## src/rtl/snn_pkg.sv

```systemverilog
// ---------------------------------------------------------------------------
// snn_pkg
// Shared constants and helpers for the SNN fabric processing elements.
//   LEAK_SHIFT   : leak removes V >> LEAK_SHIFT from the potential per tick
//   SYNC_STAGES  : flops in each input synchroniser chain
//   NUM_SYN      : synapses per neuron
//   n_width()    : membrane potential width N = W + R + S + 3
// ---------------------------------------------------------------------------
package snn_pkg;

    localparam int LEAK_SHIFT  = 3;
    localparam int SYNC_STAGES = 2;
    localparam int NUM_SYN     = 8;

    // Potential width: W+3 bits hold the worst-case 8-way weight sum, R bits of
    // headroom/resolution above it, S bits matching the spike counter field.
    function automatic int n_width(input int w, input int r, input int s);
        return w + r + s + 3;
    endfunction

endpackage

```

## src/rtl/edge_sync.sv

```systemverilog
// ---------------------------------------------------------------------------
// edge_sync
// Brings one asynchronous level into the i_clk domain through a p_stages-deep
// synchroniser, keeps one more flop of history, and emits a registered
// one-cycle pulse on every synchronised rising edge. A level held high yields
// exactly one pulse; it must drop for at least one cycle to retrigger.
//   i_clk    : clock
//   i_rst_n  : asynchronous active-low reset
//   i_din    : asynchronous input level
//   o_pulse  : registered one-cycle pulse per rising edge of i_din
// ---------------------------------------------------------------------------
module edge_sync
    import snn_pkg::*;
#(
    parameter int p_stages = SYNC_STAGES
) (
    input  logic i_clk,
    input  logic i_rst_n,
    input  logic i_din,
    output logic o_pulse
);

    logic [p_stages-1:0] sync_q;
    logic [p_stages-1:0] sync_d;
    logic                edge_q;
    logic                edge_d;
    logic                pulse_q;
    logic                pulse_d;

    // NOTE: every signal written here gets a value on every path (the shift
    // and compare are unconditional), so no latch can be inferred.
    always_comb begin
        sync_d  = {sync_q[p_stages-2:0], i_din};
        edge_d  = sync_q[p_stages-1];
        pulse_d = sync_q[p_stages-1] & ~edge_q;
    end

    // NOTE: non-blocking assignments let each flop capture its pre-edge input,
    // which is what makes this a real shift chain rather than a wire.
    always_ff @(posedge i_clk or negedge i_rst_n) begin
        if (!i_rst_n) begin
            sync_q  <= '0;
            edge_q  <= 1'b0;
            pulse_q <= 1'b0;
        end else begin
            sync_q  <= sync_d;
            edge_q  <= edge_d;
            pulse_q <= pulse_d;
        end
    end

    assign o_pulse = pulse_q;

endmodule

```

## src/rtl/neuron_8vs.sv

```systemverilog
// ---------------------------------------------------------------------------
// neuron_8vs
// Eight-input leaky integrate-and-fire neuron.
//   i_base_clk        : sole clock, all state on its rising edge
//   i_rst_n           : asynchronous active-low reset
//   i_level_clk       : slow leak strobe, synchronised; each rise = one leak
//   i_event[8:1]      : event inputs (level-sampled, synchronised)
//   i_weight_1..8     : unsigned per-synapse weights (p_width bits)
//   i_threshold       : unsigned firing threshold (N bits)
//   o_syncout[8:1]    : one-cycle pulse per synchronised event rising edge
//   o_sv              : membrane potential register (N bits)
//   o_neuron_out      : bit0 fire pulse, bits [S:1] fire count mod 2^S
// ---------------------------------------------------------------------------
module neuron_8vs
    import snn_pkg::*;
#(
    parameter  int p_width     = 8,
    parameter  int p_resbit    = 32,
    parameter  int p_spike_num = 2,
    localparam int N           = n_width(p_width, p_resbit, p_spike_num)
) (
    input  logic               i_base_clk,
    input  logic               i_rst_n,
    input  logic               i_level_clk,
    input  logic [8:1]         i_event,
    input  logic [p_width-1:0] i_weight_1,
    input  logic [p_width-1:0] i_weight_2,
    input  logic [p_width-1:0] i_weight_3,
    input  logic [p_width-1:0] i_weight_4,
    input  logic [p_width-1:0] i_weight_5,
    input  logic [p_width-1:0] i_weight_6,
    input  logic [p_width-1:0] i_weight_7,
    input  logic [p_width-1:0] i_weight_8,
    input  logic [N-1:0]       i_threshold,
    output logic [8:1]         o_syncout,
    output logic [N-1:0]       o_sv,
    output logic [N-1:0]       o_neuron_out
);

    // Eight full-scale weights fit in W+3 bits.
    localparam int                     SUM_W   = p_width + 3;
    localparam logic [p_spike_num-1:0] CNT_ONE = p_spike_num'(1);

    logic [p_width-1:0]     weight [1:NUM_SYN];
    logic                   tick;
    logic [SUM_W-1:0]       syn_sum;
    logic [N-1:0]           leak_v;
    logic [N:0]             acc_v;
    logic [N-1:0]           sat_v;
    logic [N-1:0]           cmp_v;

    logic [N-1:0]           sv_q;
    logic [N-1:0]           sv_d;
    logic                   fire_q;
    logic                   fire_d;
    logic [p_spike_num-1:0] cnt_q;
    logic [p_spike_num-1:0] cnt_d;

    assign weight[1] = i_weight_1;
    assign weight[2] = i_weight_2;
    assign weight[3] = i_weight_3;
    assign weight[4] = i_weight_4;
    assign weight[5] = i_weight_5;
    assign weight[6] = i_weight_6;
    assign weight[7] = i_weight_7;
    assign weight[8] = i_weight_8;

    // ---- input synchronisers: one per event, one for the leak strobe -------
    for (genvar k = 1; k <= NUM_SYN; k++) begin : g_evt_sync
        edge_sync #(
            .p_stages (SYNC_STAGES)
        ) u_evt_sync (
            .i_clk   (i_base_clk),
            .i_rst_n (i_rst_n),
            .i_din   (i_event[k]),
            .o_pulse (o_syncout[k])
        );
    end

    edge_sync #(
        .p_stages (SYNC_STAGES)
    ) u_level_sync (
        .i_clk   (i_base_clk),
        .i_rst_n (i_rst_n),
        .i_din   (i_level_clk),
        .o_pulse (tick)
    );

    // ---- weighted input sum of this cycle's synchronised events ------------
    always_comb begin
        syn_sum = '0;
        for (int k = 1; k <= NUM_SYN; k++) begin
            if (o_syncout[k]) begin
                syn_sum = syn_sum + SUM_W'(weight[k]);
            end
        end
    end

    // ---- leak, integrate, saturate, compare ---------------------------------
    always_comb begin
        // Leak is applied before this cycle's input is added.
        leak_v = tick ? (sv_q - (sv_q >> LEAK_SHIFT)) : sv_q;
        acc_v  = {1'b0, leak_v} + (N+1)'(syn_sum);
        sat_v  = acc_v[N] ? '1 : acc_v[N-1:0];

        // While the fire pulse is high the old potential is being discarded,
        // so the next state restarts from just this cycle's input.
        sv_d   = fire_q ? N'(syn_sum) : sat_v;

        // The potential held during a fire cycle has already produced its
        // spike; comparing it again would emit a second spike for the same
        // charge. It is treated as already cleared (zero) for the comparison,
        // which still lets a zero threshold fire on every cycle.
        cmp_v  = fire_q ? '0 : sv_q;
        fire_d = (cmp_v >= i_threshold);

        cnt_d  = fire_d ? (cnt_q + CNT_ONE) : cnt_q;
    end

    always_ff @(posedge i_base_clk or negedge i_rst_n) begin
        if (!i_rst_n) begin
            sv_q   <= '0;
            fire_q <= 1'b0;
            cnt_q  <= '0;
        end else begin
            sv_q   <= sv_d;
            fire_q <= fire_d;
            cnt_q  <= cnt_d;
        end
    end

    // ---- outputs ------------------------------------------------------------
    always_comb begin
        o_neuron_out                = '0;
        o_neuron_out[0]             = fire_q;
        o_neuron_out[p_spike_num:1] = cnt_q;
    end

    assign o_sv = sv_q;

endmodule

```

## config.mk

```make
export PLATFORM = sky130hd
export DESIGN_NAME = neuron_8vs
export DESIGN_NICKNAME = d
export VERILOG_FILES = /design/src/rtl/snn_pkg.sv /design/src/rtl/edge_sync.sv /design/src/rtl/neuron_8vs.sv
export SDC_FILE = /design/constraint.sdc
export NUM_CORES = 1
export LEC_CHECK = 0
export ABC_AREA = 1
export BUFFER_PORTS_ARGS = -buffer_cell sky130_fd_sc_hd__buf_2
export CELL_PAD_IN_SITES_DETAIL_PLACEMENT = 1
export CELL_PAD_IN_SITES_GLOBAL_PLACEMENT = 2
export CORE_MARGIN = 3
export CORE_UTILIZATION = 34
export DETAILED_ROUTE_END_ITERATION = 10
export GPL_TIMING_DRIVEN = 1
export HOLD_SLACK_MARGIN = 0.02
export PLACE_DENSITY_LB_ADDON = 0.1
export SLEW_MARGIN = 5
export SYNTH_ARGS = -nofsm -noshare
export SYNTH_HDL_FRONTEND = slang
export SYNTH_HIERARCHICAL = 1
export SYNTH_SLANG_ARGS = --single-unit
```

## constraint.sdc

```tcl
create_clock -name i_base_clk -period 16.5 [get_ports i_base_clk]
set_clock_uncertainty 0.2 [all_clocks]
set_input_delay 1.65 -clock i_base_clk [delete_from_list [all_inputs] [get_ports i_base_clk]]
set_output_delay 1.65 -clock i_base_clk [all_outputs]
set_load 0.02 [all_outputs]
```

==> flow_summary.yaml, run 1 <==
clock_tree:
  cts.path.max_buffers: 2
  clk_pin_slew_ns: 0.07
  cts_inserted_buffers: 9
  holdBufCountCts: 0
  cts_tree: "done"
  cts_sinks: 84
  worstSkewPairLatency_ns: 0.36
  cts_root_buf: "clkbuf_16"
  cts_max_level: 3
  cts_setup_buffers: 0
  cts-resized-gates: 0
place:
  hpwl_mm: 38.6
  gp_congestion: 0.863
  placed_area_sq_um: 13800
  port_buffers: 175
synthesis:
  synth_enable_flop_cells: 0
  synth_seq_cells: 84
  synth_most_common_cell: "nand2_1"
  netlist-cell-type-count: 62
  synth_area_leaders: "dfrtp_1, ha_1, nand2_1"
  synth_ff_type: "dfrtp_1"
  yosys.area.top_type: "dfrtp_1"
  yosysTopAreaCellShare_pct: 16.6
  syn_inst: 1978
  post_synth.cell_area_avg_sq_um: 6.42
  syn_area_sq_um: 12700
  yosysSeqAreaShare_pct: 16.6
  ys_warn_count: 6
  ys_top_cells_by_count: "nand2_1, inv_1, nor2_1"
  postSynth.asyncResetShare_pct: 100
floorplanning:
  die_h_microns: 199
  start_util_pct: 34.6
  ioPinCount: 218
  chipWidth_microns: 199
  core-area_sq_um: 36700
  fp-row-count: 70
  die_area_sq_um: 39700
setup_path:
  startpoint_type: "input pin"
  rr_worst_depth: 50
  worstReg2RegEnd: "o_sv[15]$_DFF_PN0_"
  worstReg2RegStart: "g_evt_sync[1].u_evt_sync/o_pulse$_DFF_PN0_"
  critPathMaxStageDelay_ns: 0.56
  ff2ff_setup_slack_ns: 5.52
  required_ns: 16.61
  worst_ep_arrival_time_ns: 11.88
  crit_family: "adder cells"
  criticalPathCategory: "input pin to flop"
  path_common_cell: "inv_1"
  cp.depth: 51
  startpoint: "i_weight_1[0]"
  critical_path.max_fanout: 22
  cp_num_buf_inv: 13
  crit_path_end: "o_sv[15]$_DFF_PN0_"
  cpMaxStageDelayCell: "fa_1"
  endpoint_kind: "flop"
pwr:
  switchingPower_mw: 1.55
  p_sw_share_pct: 58.9
  internal_power_mw: 1.08
  comb_power_share_pct: 78.0
  p_leak_nw: 7.80
  pwr-share-seq_pct: 13.6
  ir_drop_mv: 0.0824
  clkPwrFrac_pct: 8.4
  power.density_nw_per_um2: 186
timing:
  setup_viol: 0
  worst_slew_pin_slew_ns: 1.04
  slew_headroom_pct: 30.9
  setup_tns_ns: 0
  slew_violations: 0
  clock.fmax_mhz: 84.9
  period_needed_ns: 11.77
  rsz0062_at_grt: "false"
  finalCritPeriodShare_pct: 71.4
  hold_viol: 0
status:
  status: "finished, final reports clean"
routing:
  drc: 0
  vias: 13000
  firstDrtPassIters: 5
  top_layer: "met5"
  routed_wl_mm: 45.4
  drtAntennaViolNets: 0
  met1_length_mm: 23.7
  vias_per_cell: 4.98
  dr_wl_met2_mm: 19.7
  wl_per_cell_microns: 17.4
  drt-initial-drc-count: 531
  wl_met3_mm: 1.40
global_route:
  grt_use_total_pct: 22.8
  grt_pass1_vias: 13100
  overflow: 0
  antenna_found_initial: 1
  grt_pass1_wl_mm: 71.1
  grt_start_max_net_pins: 74
finish:
  utilization_pct: 38.5
  drive_gt1_share_pct: 15.0
  diodes: 0
  final_area_sq_um: 14100
  num-fill-cells: 4919
  area_growth_pct: 11.4
  final_nets: 2418
worst_hold_path:
  hp-class: "flop to flop"
job:
  maxCapViolations: 0
layout make-up:
class,count,area [sq um],area share [%]
multi-input combinational,1513,8930,63.2
clock inverter,7,78.8,0.557
clock buffer,9,225,1.59
inverter,347,1300,9.21
sequential,84,2100,14.9
timing repair buffer,180,916,6.48
tap,468,586,4.14
worst min-delay path by stage:
stage	startpoint	to	slack, ns	depth (start not counted)
after CTS	g_evt_sync[6].u_evt_sync/sync_q[0]$_DFF_PN0_	g_evt_sync[6].u_evt_sync/sync_q[1]$_DFF_PN0_	0.15	0
after detailed placement	g_evt_sync[6].u_evt_sync/sync_q[0]$_DFF_PN0_	g_evt_sync[6].u_evt_sync/sync_q[1]$_DFF_PN0_	0.14	0
after global routing	g_evt_sync[1].u_evt_sync/sync_q[0]$_DFF_PN0_	g_evt_sync[1].u_evt_sync/sync_q[1]$_DFF_PN0_	0.16	0
after floorplan	g_evt_sync[1].u_evt_sync/sync_q[0]$_DFF_PN0_	g_evt_sync[1].u_evt_sync/sync_q[1]$_DFF_PN0_	0.13	0
after global placement	g_evt_sync[5].u_evt_sync/sync_q[0]$_DFF_PN0_	g_evt_sync[5].u_evt_sync/sync_q[1]$_DFF_PN0_	0.13	0
final	g_evt_sync[6].u_evt_sync/sync_q[0]$_DFF_PN0_	g_evt_sync[6].u_evt_sync/sync_q[1]$_DFF_PN0_	0.15	0
power by group through the flow:
stage	registers (mW)	clock network [mW]	logic, mW
final	0.358	0.221	2.05
after global routing	0.366	0.237	2.32
after CTS	0.359	0.229	2.05
after detailed placement	0.362	0	2.03
after global placement	0.363	0	1.99
after floorplan	0.376	0	1.44
per-layer routing:
metal / global-route usage, % / up-vias
li1: - / 6602
met1: 33.9 / 6173
met2: 36.3 / 184
met3: 2.33 / 29
met4: 3.80 / 2
met5: 0 / -
cell usage in the layout (no fill, tap or decap), drive strengths merged, types with 9 or more instances in the layout:
master	instances
buf	180
nand3	100
nor2	212
ha	154
nor3	23
o21ai	130
fa	9
xor2	58
o21bai	11
a31oi	23
a21oi	133
or2	17
nand4	34
clkbuf	9
nand2	485
inv	352
o211ai	11
dfrtp	84
conb	42
nand3b	11
xnor2	20
registers in the layout, summed over array words and instances, names as in the netlist:
signal,flops
o_sv,45
g_evt_sync.u_evt_sync/sync_q,16
g_evt_sync.u_evt_sync/edge_q,8
g_evt_sync.u_evt_sync/o_pulse,8
cnt_q,2
u_level_sync/sync_q,2
fire_q,1
u_level_sync/edge_q,1
u_level_sync/o_pulse,1
cells by family (layout without fill, tap and decap cells):
logic type | after synthesis | count (layout) | synth area share [%]
AO/OA/AOI/OAI | 339 | 339 | 15.8
XOR/XNOR | 78 | 78 | 5.38
adder cells (fa/ha/maj) | 163 | 163 | 16.6
buffers and inverters | 422 | 543 | 14.3
flip-flops | 84 | 84 | 16.6
other | 1 | 42 | 0.0295
AND/OR/NAND/NOR | 891 | 891 | 31.3
stage by stage:
stage          total power, mW  hold WS, ns  worst slack [ns]  cells
2_1_floorplan             1.81        0.131              6.36   2019
5_1_grt                   2.93        0.157              3.71   2608
6_report                  2.63        0.151              4.73   2608
3_5_place_dp              2.40        0.137              4.23   2592
3_3_place_gp              2.36        0.133              4.63   2592
4_1_cts                   2.64        0.155              4.57   2608
worst reg2reg max path, delay by kind of cell (launching register included):
| family | cells | cell delay (ns) |
|---|---|---|
| adders and majority gates | 9 | 3.60 |
| buffers and inverters | 12 | 1.19 |
| DFF | 1 | 0.52 |
| and+or+nand+nor | 15 | 2.06 |
| AOI/OAI and AO/OA | 13 | 3.25 |
| xor gates and xnor gates | 1 | 0.10 |
Note: power is estimated with default switching activity, not from simulation.
==> run 2: changes to the inputs <==
--- a/config.mk
+++ b/config.mk
@@ -5,12 +5,12 @@
 export SDC_FILE = /design/constraint.sdc
 export NUM_CORES = 1
 export LEC_CHECK = 0
-export ABC_AREA = 1
+export ABC_AREA = 0
 export BUFFER_PORTS_ARGS = -buffer_cell sky130_fd_sc_hd__buf_2
 export CELL_PAD_IN_SITES_DETAIL_PLACEMENT = 1
 export CELL_PAD_IN_SITES_GLOBAL_PLACEMENT = 2
 export CORE_MARGIN = 3
-export CORE_UTILIZATION = 34
+export CORE_UTILIZATION = 30
 export DETAILED_ROUTE_END_ITERATION = 10
 export GPL_TIMING_DRIVEN = 1
 export HOLD_SLACK_MARGIN = 0.02
==> constraint.sdc (replaced) <==
create_clock -name i_base_clk -period 9.6 [get_ports i_base_clk]
set_clock_uncertainty 0.2 [all_clocks]
set_input_delay 0.96 -clock i_base_clk [delete_from_list [all_inputs] [get_ports i_base_clk]]
set_output_delay 0.96 -clock i_base_clk [all_outputs]
set_load 0.02 [all_outputs]
==> flow_summary.yaml, run 2 <==
status:
  status: "finished with violations"
  violations: "setup timing"
floorplanning:
  die_area_sq_um: 44000
  fp-row-count: 73
  chipWidth_microns: 210
  ioPinCount: 218
  start_util_pct: 30.8
  die_h_microns: 210
  core-area_sq_um: 40400
global_route:
  grt_pass1_wl_mm: 73.4
  grt_start_max_net_pins: 60
  overflow: 0
  grt_pass1_vias: 13300
  grt_use_total_pct: 20.7
  antenna_found_initial: 2
worst_hold_path:
  hp-class: "flop to flop"
  hold_path.startpoint: "g_evt_sync[2].u_evt_sync/sync_q[0]$_DFF_PN0_"
  hold_depth: 0
  min_to: "g_evt_sync[2].u_evt_sync/sync_q[1]$_DFF_PN0_"
pwr:
  pwr-share-seq_pct: 11.1
  ir_drop_mv: 0.136
  clkPwrFrac_pct: 7.5
  power.density_nw_per_um2: 341
  p_sw_share_pct: 52.1
  internal_power_mw: 2.72
  switchingPower_mw: 2.96
  comb_power_share_pct: 81.4
  total_power_mw: 5.68
  p_leak_nw: 7.82
clock_tree:
  clk_pin_slew_ns: 0.07
  worstSkewPairLatency_ns: 0.37
  cts_root_buf: "clkbuf_16"
  cts.path.max_buffers: 2
  cts_tree: "done"
  cts_max_level: 3
  cts_inserted_buffers: 9
  holdBufCountCts: 0
  cts_sinks: 84
setup_path:
  endpoint_kind: "flop"
  criticalPathCategory: "input pin to flop"
  critical_path.max_fanout: 7
  critPathMaxStageDelay_ns: 0.42
  cp_num_buf_inv: 7
  required_ns: 9.70
  ff2ff_setup_slack_ns: -0.12
  worst_ep_arrival_time_ns: 10.02
  rr_worst_depth: 54
  cpMaxStageDelayCell: "o31ai_4"
  startpoint_type: "input pin"
  worstReg2RegEnd: "o_sv[6]$_DFF_PN0_"
  crit_family: "adder cells"
  worstReg2RegStart: "g_evt_sync[1].u_evt_sync/o_pulse$_DFF_PN0_"
  path_common_cell: "ha_4"
synthesis:
  synth_xor_area_share_pct: 6.51
  synth_area_leaders: "dfrtp_1, ha_1, a21oi_1"
  synth_enable_flop_cells: 0
  synth_compound_gate_area_share_pct: 25.6
  post_synth.cell_area_avg_sq_um: 7.77
  yosys.area.top_type: "dfrtp_1"
  synth_top_family_by_area: "compound AO/OA/AOI/OAI gates"
  yosysTopAreaCellShare_pct: 16.9
  yosysSeqAreaShare_pct: 16.9
  syn_area_sq_um: 12400
  synth_most_common_cell: "ha_1"
  syn_inst: 1601
  synth_ff_type: "dfrtp_1"
  netlist-cell-type-count: 96
  synth_adder_area_share_pct: 16.9
  ys_warn_count: 6
  synth-simple-area-share_pct: 20.3
  postSynth.asyncResetShare_pct: 100
  muxShareOfSynthArea_pct: 5.07
  ys_top_cells_by_count: "ha_1, nor2_1, inv_1"
  synth_seq_cells: 84
timing:
  period_needed_ns: 9.92
  finalCritPeriodShare_pct: 103
  rsz0062_at_grt: "true"
  hold_viol: 0
  fin_ws_ns: -0.325
  slew_violations: 0
  clock.fmax_mhz: 101
  setup_viol: 45
  holdWs_ns: 0.147
  slew_headroom_pct: 42.4
  setup_tns_ns: -10.64
  worst_slew_pin_slew_ns: 0.863
finish:
  layout_commonest_cell: "buf_4"
  final_cell_mix: "buf_4, buf_2, inv_1"
  final_nets: 2221
  drive_gt1_share_pct: 31.4
  largest_reg_flops: 45
  diodes: 0
  utilization_pct: 41.3
  area_growth_pct: 33.9
place:
  hpwl_mm: 37.9
  dp_slack_ns: -0.995
  port_buffers: 175
  gp_congestion: 0.832
routing:
  routed_wl_mm: 47.1
  vias_per_cell: 5.21
  drt-initial-drc-count: 559
  firstDrtPassIters: 5
  wl_met3_mm: 1.65
  dr_wl_met2_mm: 22.2
  drtAntennaViolNets: 0
  top_layer: "met5"
  vias: 12800
  drc: 0
  met1_length_mm: 22.6
  wl_per_cell_microns: 19.1
job:
  maxCapViolations: 0
## run 2: through the flow
step,cell area [sq um],instances
floorplan,12900,1642
global placement,15100,2400
detailed placement,15100,2400
CTS,16200,2458
global route,16700,2468
finish,16700,2468
## run 2: area by class of cell
cell class / instances / area (sq um)
clock buffers: 11 / 233
clock inverters: 5 / 108
fillers: 4960 / 23700
inverters: 146 / 551
multi-input cells: 1318 / 10500
flip-flops and latches: 84 / 2100
well taps: 525 / 657
repair buffers: 379 / 2550
## run 2: worst max path at each step
stage / from / end / cells after the start
after floorplan: i_weight_1[0] / o_sv[28]$_DFF_PN0_ / 50
after global placement: i_weight_1[0] / o_sv[20]$_DFF_PN0_ / 52
after detailed placement: i_weight_1[0] / o_sv[42]$_DFF_PN0_ / 51
after CTS: i_weight_1[0] / o_sv[42]$_DFF_PN0_ / 53
after global routing: i_weight_1[0] / o_sv[9]$_DFF_PN0_ / 56
final: i_weight_1[0] / o_sv[6]$_DFF_PN0_ / 55
## run 2: kinds of logic (layout without fill, tap and decap cells)
kind of cell,Yosys count,in the layout
xor gates and xnor gates,91,91
adders and majority gates,163,163
buffers and inverters,240,541
AOI/OAI and AO/OA,472,472
DFF,84,84
other,1,42
muxes,59,59
and+or+nand+nor,491,491
## run 2: power by group through the flow
stage	registers, mW	clock network, mW	logic [mW]
floorplan	0.678	0	2.85
global placement	0.639	0	4.13
detailed placement	0.637	0	4.19
CTS	0.635	0.436	4.47
global route	0.647	0.447	5.11
finish	0.630	0.425	4.63
## run 2: what timing repair did
| action | 4_1_cts | 5_1_grt |
|---|---|---|
| endpoints found under the hold margin | 0 | 0 |
| setup endpoints to repair | 45 | 45 |
| pin swaps | 53 | 50 |
| resized for setup | 101 | 63 |
| cloned | 2 | 2 |
| setup buffers | 40 | 9 |
## run 2: layer usage
| layer | GRT usage [%] | up-vias |
|---|---|---|
| met4 | 4.16 | 2 |
| met2 | 34.5 | 225 |
| met5 | 0 | - |
| met3 | 2.53 | 38 |
| li1 | - | 6338 |
| met1 | 28.7 | 6244 |
